## config.mk

```make
export PLATFORM = sky130hd
export DESIGN_NAME = pp_piarb_wrr_sched
export DESIGN_NICKNAME = d
export VERILOG_FILES = /design/src/rtl/pp_piarb_wrr_sched.sv
export SDC_FILE = /design/constraint.sdc
export NUM_CORES = 1
export LEC_CHECK = 0
export BUFFER_PORTS_ARGS = -buffer_cell sky130_fd_sc_hd__buf_2
export CAP_MARGIN = 15
export CORE_UTILIZATION = 43
export CTS_CLUSTER_DIAMETER = 60
export DETAILED_ROUTE_END_ITERATION = 16
export PLACE_DENSITY = 0.86
export SLEW_MARGIN = 10
export SYNTH_ARGS = -nofsm -noshare
export SYNTH_HDL_FRONTEND = slang
export SYNTH_SLANG_ARGS = --single-unit
```

## constraint.sdc

```tcl
create_clock -name clk -period 4.4 [get_ports clk]
set_clock_uncertainty 0.05 [all_clocks]
set_input_delay 0.44 -clock clk [delete_from_list [all_inputs] [get_ports clk]]
set_output_delay 0.44 -clock clk [all_outputs]
set_load 0.005 [all_outputs]
```

## src/rtl/pp_piarb_wrr_sched.sv

```systemverilog
// Weighted round-robin scheduler draining per-PP metadata FIFOs into one
// credit-paced PI-arbiter descriptor stream (one descriptor per cycle max).
module pp_piarb_wrr_sched #(
  parameter int unsigned NUM_PP     = 4,
  parameter int unsigned PP_NBITS   = 2,
  parameter int unsigned CREDITS    = 8,
  parameter int unsigned CRED_NBITS = 4,
  parameter int unsigned WT_NBITS   = 4,
  parameter int unsigned META_NBITS = 32
) (
  input  logic                                 clk,
  input  logic                                 rstn,
  input  logic [NUM_PP-1:0]                    pp_empty,
  input  logic [NUM_PP-1:0][META_NBITS-1:0]    pp_meta,
  output logic [NUM_PP-1:0]                    pp_rd,
  input  logic [NUM_PP-1:0]                    cfg_en,
  input  logic [NUM_PP*WT_NBITS-1:0]           cfg_weight,
  output logic                                 piarb_valid,
  output logic [META_NBITS-1:0]                piarb_meta,
  output logic [PP_NBITS-1:0]                  piarb_src,
  input  logic                                 piarb_credit_rtn,
  output logic [CRED_NBITS-1:0]                credit_cnt,
  output logic                                 credit_ovf
);

  logic [PP_NBITS-1:0]   ptr_q, ptr_d;
  logic [WT_NBITS-1:0]   burst_q, burst_d;
  logic [CRED_NBITS-1:0] credit_q, credit_d;
  logic                  ovf_q, ovf_d;
  logic                  valid_q, valid_d;
  logic [META_NBITS-1:0] meta_q, meta_d;
  logic [PP_NBITS-1:0]   src_q, src_d;

  logic [NUM_PP-1:0]     elig;
  logic [WT_NBITS-1:0]   eff_wt [NUM_PP];
  logic                  cand;
  logic [PP_NBITS-1:0]   sel;
  logic [PP_NBITS-1:0]   idx;
  logic                  issue;
  logic [WT_NBITS-1:0]   nb;

  assign elig = cfg_en & ~pp_empty;

  always_comb begin
    for (int unsigned i = 0; i < NUM_PP; i++) begin
      eff_wt[i] = cfg_weight[i*WT_NBITS +: WT_NBITS];
      if (eff_wt[i] == '0) eff_wt[i] = WT_NBITS'(1);
    end
  end

  // The pointer requester keeps the grant while its burst lasts; the
  // fallback scan deliberately excludes ptr itself (offsets 1..NUM_PP-1).
  always_comb begin
    cand = 1'b0;
    sel  = '0;
    idx  = '0;
    if (elig[ptr_q] && (burst_q < eff_wt[ptr_q])) begin
      cand = 1'b1;
      sel  = ptr_q;
    end else begin
      for (int unsigned k = 1; k < NUM_PP; k++) begin
        idx = PP_NBITS'(32'(ptr_q) + k);
        if (!cand && elig[idx]) begin
          cand = 1'b1;
          sel  = idx;
        end
      end
    end
  end

  assign issue = cand && (credit_q != '0);

  always_comb begin
    pp_rd = '0;
    if (issue && rstn) pp_rd[sel] = 1'b1;
  end

  always_comb begin
    if (sel == ptr_q) nb = (burst_q == '1) ? burst_q : burst_q + WT_NBITS'(1);
    else              nb = WT_NBITS'(1);
  end

  always_comb begin
    ptr_d   = ptr_q;
    burst_d = burst_q;
    if (issue) begin
      if (nb >= eff_wt[sel]) begin
        ptr_d   = sel + PP_NBITS'(1);
        burst_d = '0;
      end else begin
        ptr_d   = sel;
        burst_d = nb;
      end
    end
  end

  always_comb begin
    credit_d = credit_q;
    ovf_d    = ovf_q;
    case ({issue, piarb_credit_rtn})
      2'b10: credit_d = credit_q - CRED_NBITS'(1);
      2'b01: begin
        if (credit_q == CRED_NBITS'(CREDITS)) ovf_d = 1'b1;
        else                                  credit_d = credit_q + CRED_NBITS'(1);
      end
      default: credit_d = credit_q;
    endcase
  end

  always_comb begin
    valid_d = issue;
    meta_d  = meta_q;
    src_d   = src_q;
    if (issue) begin
      meta_d = pp_meta[sel];
      src_d  = sel;
    end
  end

  always_ff @(posedge clk) begin
    if (!rstn) begin
      ptr_q    <= '0;
      burst_q  <= '0;
      credit_q <= CRED_NBITS'(CREDITS);
      ovf_q    <= 1'b0;
      valid_q  <= 1'b0;
      meta_q   <= '0;
      src_q    <= '0;
    end else begin
      ptr_q    <= ptr_d;
      burst_q  <= burst_d;
      credit_q <= credit_d;
      ovf_q    <= ovf_d;
      valid_q  <= valid_d;
      meta_q   <= meta_d;
      src_q    <= src_d;
    end
  end

  assign piarb_valid = valid_q;
  assign piarb_meta  = meta_q;
  assign piarb_src   = src_q;
  assign credit_cnt  = credit_q;
  assign credit_ovf  = ovf_q;

endmodule

```

==> run_results.csv, run 1 <==
group,metric,value,unit
logic_synthesis,ys_seq_area_frac,0.223,
sta,rsz0062_at_grt,"no",
placement,portBuffers,198,
cells_and_area,syn_to_final_growth,26.4,%
drt,drc_errors,0,
drt,routed_via_density,5.74,
sta,finalMaxSlewViolations,0,
critical_path,cp.arrival,4.32,ns
die,start_util,0.444,
cells_and_area,fin_util,0.562,
sta,setup_viol,0,
sta,relSlewSlack,0.442,
die,io-pin-count,199,
sta,max_freq,0.241,GHz
drt,ant_nets,0,
pwr,pwr_density_cell,608,nW/um2
clock_tree,clkLatencyLatePin,0.30,ns
pwr,vdd_drop_max,0.000337,V
clock_tree,postCtsHoldBufs,0,
logic_synthesis,syn_area_per_cell,8.60,um2
critical_path,cp_max_fo,10,
sta,finalCriticalPeriod,4.15,ns
clock_tree,clockBufferDepth,2,
critical_path,startpoint_type,"register",
clock_tree,cts_tree,"yes",
flow_run,max_cap_viol_count,0,
logic_synthesis,synthesis.nets,650,
clock_tree,clk_pin_slew,0.10,ns
cells_and_area,drive_above_1_share,0.415,
cells_and_area,layout_commonest_cell,"buf_2",
die,die_h,100,um
sta,setup-tns-final,0,ns
logic_synthesis,syn_inst,480,
global_routing,grt_overflow,0,
logic_synthesis,synthArstFlopShare,0,
clock_tree,cts_buffers,5,
cells_and_area,final_cell_mix,"198 x buf_2, 46 x dfxtp_1, 45 x mux2i_1",
cells_and_area,final_cells,780,
min_path,hold_path.class,"primary input to register",
critical_path,critPathKind,"register to register",
cells_and_area,n_antenna_cell,0,
pwr,p_leak,2.63,nW
die,placementRows,35,
global_routing,grt_max_degree,67,
sta,period_share,0.943,
global_routing,grt_usage,0.250,
placement,gp_congestion,0.923,
logic_synthesis,synth_ff_type,"dfxtp_1",
drt,drtPass1Iterations,4,
clock_tree,cts_resized,0,
clock_tree,post_cts_buffers,0,
drt,wire_per_inst,16.3,um
global_routing,antenna_found_initial,2,
sta,hold_violations,0,
critical_path,endpoint_kind,"register",
die,core_area,9280,um2
logic_synthesis,ys_warn_count,0,
die,dieArea,9990,um2
status,status,"complete, no violations",
logic_synthesis,synth_seq_cells,46,
global_routing,first_global_vias,4233,
clock_tree,cts-htree-levels,2,
logic_synthesis,synth_area,4130,um2
die,die_w,100,um
pwr,power,0.00317,W
placement,dpl.hpwl,9.39,mm
logic_synthesis,synth_edf_count,0,
cells_and_area,final_cell_area,5220,um2
placement,placed_cells,772,
logic_synthesis,ys_types,57,
drt,drt_iter0_drc,144,
critical_path,required,4.57,ns
sta,worst_pin_slew,0.836,ns
clock_tree,clock_sinks,46,
placement,place_area,5100,um2
clock_tree,cts-root-buf,"clkbuf_8",
cells_and_area,fin_nets,820,
drt,vias,4480,
global_routing,grt_first_pass_wirelength,20.1,mm
cells_and_area,num-fill-cells,869,
drt,drt-total-wl,12.7,mm
==> registers in the layout, summed over array words and instances, names as in the netlist <==
name / flops
credit_ovf: 1
burst_q: 4
piarb_src: 2
piarb_meta: 32
credit_cnt: 4
piarb_valid: 1
ptr_q: 2
==> routing by layer <==
layer / track usage / routed length, um / vias to the layer above
met5: 0 / 13 / -
met4: 0.0611 / 153 / 2
met3: 0.0550 / 829 / 20
met2: 0.467 / 6710 / 184
met1: 0.287 / 5010 / 2109
li1: - / - / 2165
==> stage by stage <==
stage,hold WS [ns],setup slack [ns]
final,0.371,0.251
after global routing,0.362,0.0338
after CTS,0.367,0.242
after detailed placement,0.397,0.189
after global placement,0.392,0.337
after floorplan,0.403,0.0441
==> worst max-delay path: stages (launching register included) <==
cell and delay [ns]:
dfxtp_1 0.42, buf_4 0.20, mux4_2 0.50, inv_1 0.07, ha_1 0.22, o211a_1 0.17, a21o_1 0.24, a21oi_4 0.19
inv_4 0.11, mux2i_1 0.13, mux2_2 0.27, ha_1 0.26, nand2b_1 0.15, a21o_1 0.18, a21o_1 0.18, a21oi_2 0.24
nor2_1 0.08, a211o_1 0.28, a21oi_1 0.12
==> synthesized netlist by cell type (all sizes together), types with 3 or more instances <==
| library cell | n | area (um2) |
|---|---|---|
| dfxtp | 46 | 921 |
| and4 | 32 | 280 |
| ha | 14 | 175 |
| nor2 | 10 | 37.5 |
| a21o | 5 | 37.5 |
| mux2 | 5 | 56.3 |
| clkbuf | 24 | 90.1 |
| o21ai | 3 | 15.0 |
| nand3 | 39 | 200 |
| nand2b | 8 | 50.1 |
| nor3 | 10 | 50.1 |
| and2 | 4 | 25.0 |
| inv | 41 | 156 |
| mux4 | 4 | 90.1 |
| a21oi | 15 | 90.1 |
| nand2 | 20 | 82.6 |
| a211o | 3 | 26.3 |
| a211oi | 6 | 62.6 |
| mux2i | 45 | 450 |
| o211ai | 64 | 626 |
| a31oi | 32 | 200 |
| nor2b | 3 | 18.8 |
| buf | 23 | 186 |
==> cells by family (layout without fill, tap and decap cells) <==
group	count (synthesis)	count (layout)	synth area share
adder cells (fa/ha/maj)	15	15	0.0473
XOR/XNOR	2	2	0.00425
AO/OA/AOI/OAI	139	139	0.279
AND/OR/NAND/NOR	135	135	0.196
multiplexers	54	54	0.145
flip-flops	46	46	0.223
buffers and inverters	89	260	0.106
==> power breakdown <==
part | internal (W) | leakage [nW] | switching, W
clock | 0.000171 | 0.0585 | 0.000162
sequential | 0.000591 | 0.380 | 0.000116
combinational | 0.000905 | 2.20 | 0.00123
==> final timing paths <==
path / slack [ns] / endpoint / start / depth (start not counted)
setup / recovery: 0.25 / ptr_q[1] / ptr_q[0] / 18
hold / removal: 0.37 / piarb_meta[18] / pp_meta[114] / 3
setup reg to reg: 0.25 / ptr_q[1] / ptr_q[0] / 18
hold reg to reg: 0.41 / piarb_src[0] / piarb_src[0] / 2
==> area by class of cell <==
| cell class | count | area (um2) | share of cell area |
|---|---|---|---|
| inverters | 42 | 160 | 0.0307 |
| clock inverters | 3 | 43.8 | 0.00839 |
| well taps | 129 | 161 | 0.0309 |
| clock buffers | 5 | 68.8 | 0.0132 |
| repair buffers | 210 | 1080 | 0.207 |
| flip-flops and latches | 46 | 921 | 0.176 |
| multi-input cells | 345 | 2780 | 0.533 |
No activity file was read; power rests on OpenSTA's default activity.
==> inputs of run 2 (changes only) <==
CORE_ASPECT_RATIO = 1.4   (was unset)
==> run_results.csv, run 2 (synthesized netlist as in run 1, its figures left out) <==
group,metric,value,unit
status,status,"finished, violations left",
status,violations,"design-rule violations",
critical_path,crit_path_top_delay_cell,"mux4_2",
clock_tree,cts_tree,"yes",
global_routing,grt_first_pass_wirelength,20.0,mm
drt,drc_errors,8,
sta,rsz0062_at_grt,"no",
sta,max_freq,0.241,GHz
drt,ant_nets,0,
flow_run,max_cap_viol_count,0,
sta,finalCriticalPeriod,4.15,ns
sta,period_share,0.944,
pwr,vdd_drop_max,0.000309,V
cells_and_area,final_cell_mix,"198 x buf_2, 46 x dfxtp_1, 45 x mux2i_1",
die,start_util,0.449,
critical_path,cpLargestDelayFamily,"compound AO/OA/AOI/OAI gates",
placement,placed_cells,751,
sta,setup_viol,0,
clock_tree,cts_buffers,5,
critical_path,endpoint_kind,"register",
drt,wire_per_inst,16.3,um
sta,finalMaxSlewViolations,0,
global_routing,antenna_found_initial,0,
pwr,p_leak,2.65,nW
clock_tree,clockBufferDepth,2,
drt,routed_via_density,5.94,
die,placementRows,41,
cells_and_area,layout_commonest_cell,"buf_2",
critical_path,slowest_delay,0.53,ns
global_routing,grt_usage,0.244,
die,die_w,84.8,um
critical_path,required,4.57,ns
global_routing,grt_max_degree,67,
drt,drtPass1Iterations,10,
critical_path,crit_chain,"mux4_2, inv_1, ha_1, a211o_1, a21o_1, a21oi_4, inv_4, mux2i_1, mux2_2, ha_1, nand2b_1, a21o_1, a21o_1, a21oi_4, nand4_1, a21oi_1, o21a_1",
cells_and_area,largest_reg_flops,32,
sta,setup-tns-final,0,ns
placement,place_ws,0.0963,ns
drt,vias,4505,
cells_and_area,n_antenna_cell,0,
die,io-pin-count,199,
placement,dpl.hpwl,9.27,mm
cells_and_area,num-fill-cells,825,
drt,drt-total-wl,12.4,mm
cells_and_area,fin_nets,821,
cells_and_area,final_cells,759,
pwr,power,0.00322,W
die,dieArea,10000,um2
die,core_area,9180,um2
critical_path,startpoint_type,"register",
sta,relSlewSlack,0.437,
placement,portBuffers,198,
min_path,hold_path.class,"primary input to register",
critical_path,crit_buf_inv,2,
clock_tree,cts-htree-levels,2,
die,die_h,118,um
clock_tree,cts-root-buf,"clkbuf_16",
global_routing,grt_overflow,0,
drt,drt_iter0_drc,200,
pwr,pwr_density_cell,615,nW/um2
sta,worst_slack,0.247,ns
cells_and_area,syn_to_final_growth,27.0,%
sta,hold_violations,0,
clock_tree,clk_pin_slew,0.07,ns
critical_path,cp.arrival,4.32,ns
clock_tree,clock_sinks,46,
placement,gp_congestion,0.871,
sta,worst_pin_slew,0.845,ns
cells_and_area,drive_above_1_share,0.416,
critical_path,critPathKind,"register to register",
global_routing,first_global_vias,4397,
critical_path,cp_max_fo,10,
critical_path,path_common_cell,"a21o_1",
clock_tree,post_cts_buffers,0,
clock_tree,clkLatencyLatePin,0.28,ns
run 2: cell count changes in the layout (fill, tap and decap cells not counted):
cell | previous run | this run
bufinv_16 | 1 | 0
a21oi_4 | 1 | 2
a21oi_2 | 2 | 1
clkinv_2 | 1 | 0
buf_4 | 12 | 13
clkbuf_16 | 0 | 5
clkinvlp_4 | 0 | 2
clkbuf_8 | 5 | 0
run 2: worst paths after layout:
check / endpoint / cells after the start / slack (ns) / startpoint
worst max-delay path: ptr_q[0] / 17 / 0.25 / ptr_q[0]
worst min-delay path: piarb_meta[29] / 3 / 0.39 / pp_meta[125]
worst max register to register: ptr_q[0] / 17 / 0.25 / ptr_q[0]
worst min register to register: piarb_src[0] / 2 / 0.41 / piarb_src[0]
run 2: what timing repair did:
action / 4_1_cts / 5_1_grt
gates resized for setup: 0 / 1
hold buffers: 0 / 0
endpoints found under the setup margin: 0 / 2
hold endpoints to repair: 0 / 0
run 2: routing by layer:
| layer | track usage | part of all wire | up-vias |
|---|---|---|---|
| met5 | 0 | 0 | - |
| met4 | 0.103 | 0.027 | 0 |
| met3 | 0.0302 | 0.055 | 24 |
| met2 | 0.464 | 0.55 | 207 |
| met1 | 0.266 | 0.37 | 2102 |
| li1 | - | - | 2172 |
run 2: area by class of cell:
| type | instances | area (um2) | share of cell area |
|---|---|---|---|
| multi-input combinational | 345 | 2790 | 0.532 |
| timing repair buffer | 211 | 1090 | 0.208 |
| sequential | 46 | 921 | 0.176 |
| inverter | 42 | 160 | 0.0306 |
| tap | 107 | 134 | 0.0255 |
| clock buffer | 5 | 125 | 0.0239 |
| clock inverter | 3 | 23.8 | 0.00454 |
run 2: power by group:
| group | switching, W | total (W) | internal [W] | leakage (nW) |
|---|---|---|---|---|
| combinational | 0.00122 | 0.00213 | 0.000910 | 2.20 |
| clock | 0.000170 | 0.000383 | 0.000213 | 0.0664 |
| sequential | 0.000118 | 0.000710 | 0.000592 | 0.380 |
run 2: per-stage QoR:
step	util	hold slack [ns]	instance area (um2)
2_1_floorplan	-	0.403	4130
4_1_cts	0.570	0.384	5230
6_report	0.571	0.392	5240
3_5_place_dp	0.554	0.404	5080
3_3_place_gp	0.554	0.401	5080
5_1_grt	0.571	0.402	5240
run 2: worst register-to-register path: cells and delay by family (launching register included):
family | cells | cell delay [ns]
AO/OA/AOI/OAI | 8 | 1.73
multiplexers | 3 | 0.93
adder cells (fa/ha/maj) | 2 | 0.49
flip-flops | 1 | 0.40
AND/OR/NAND/NOR | 2 | 0.28
buffers and inverters | 2 | 0.20
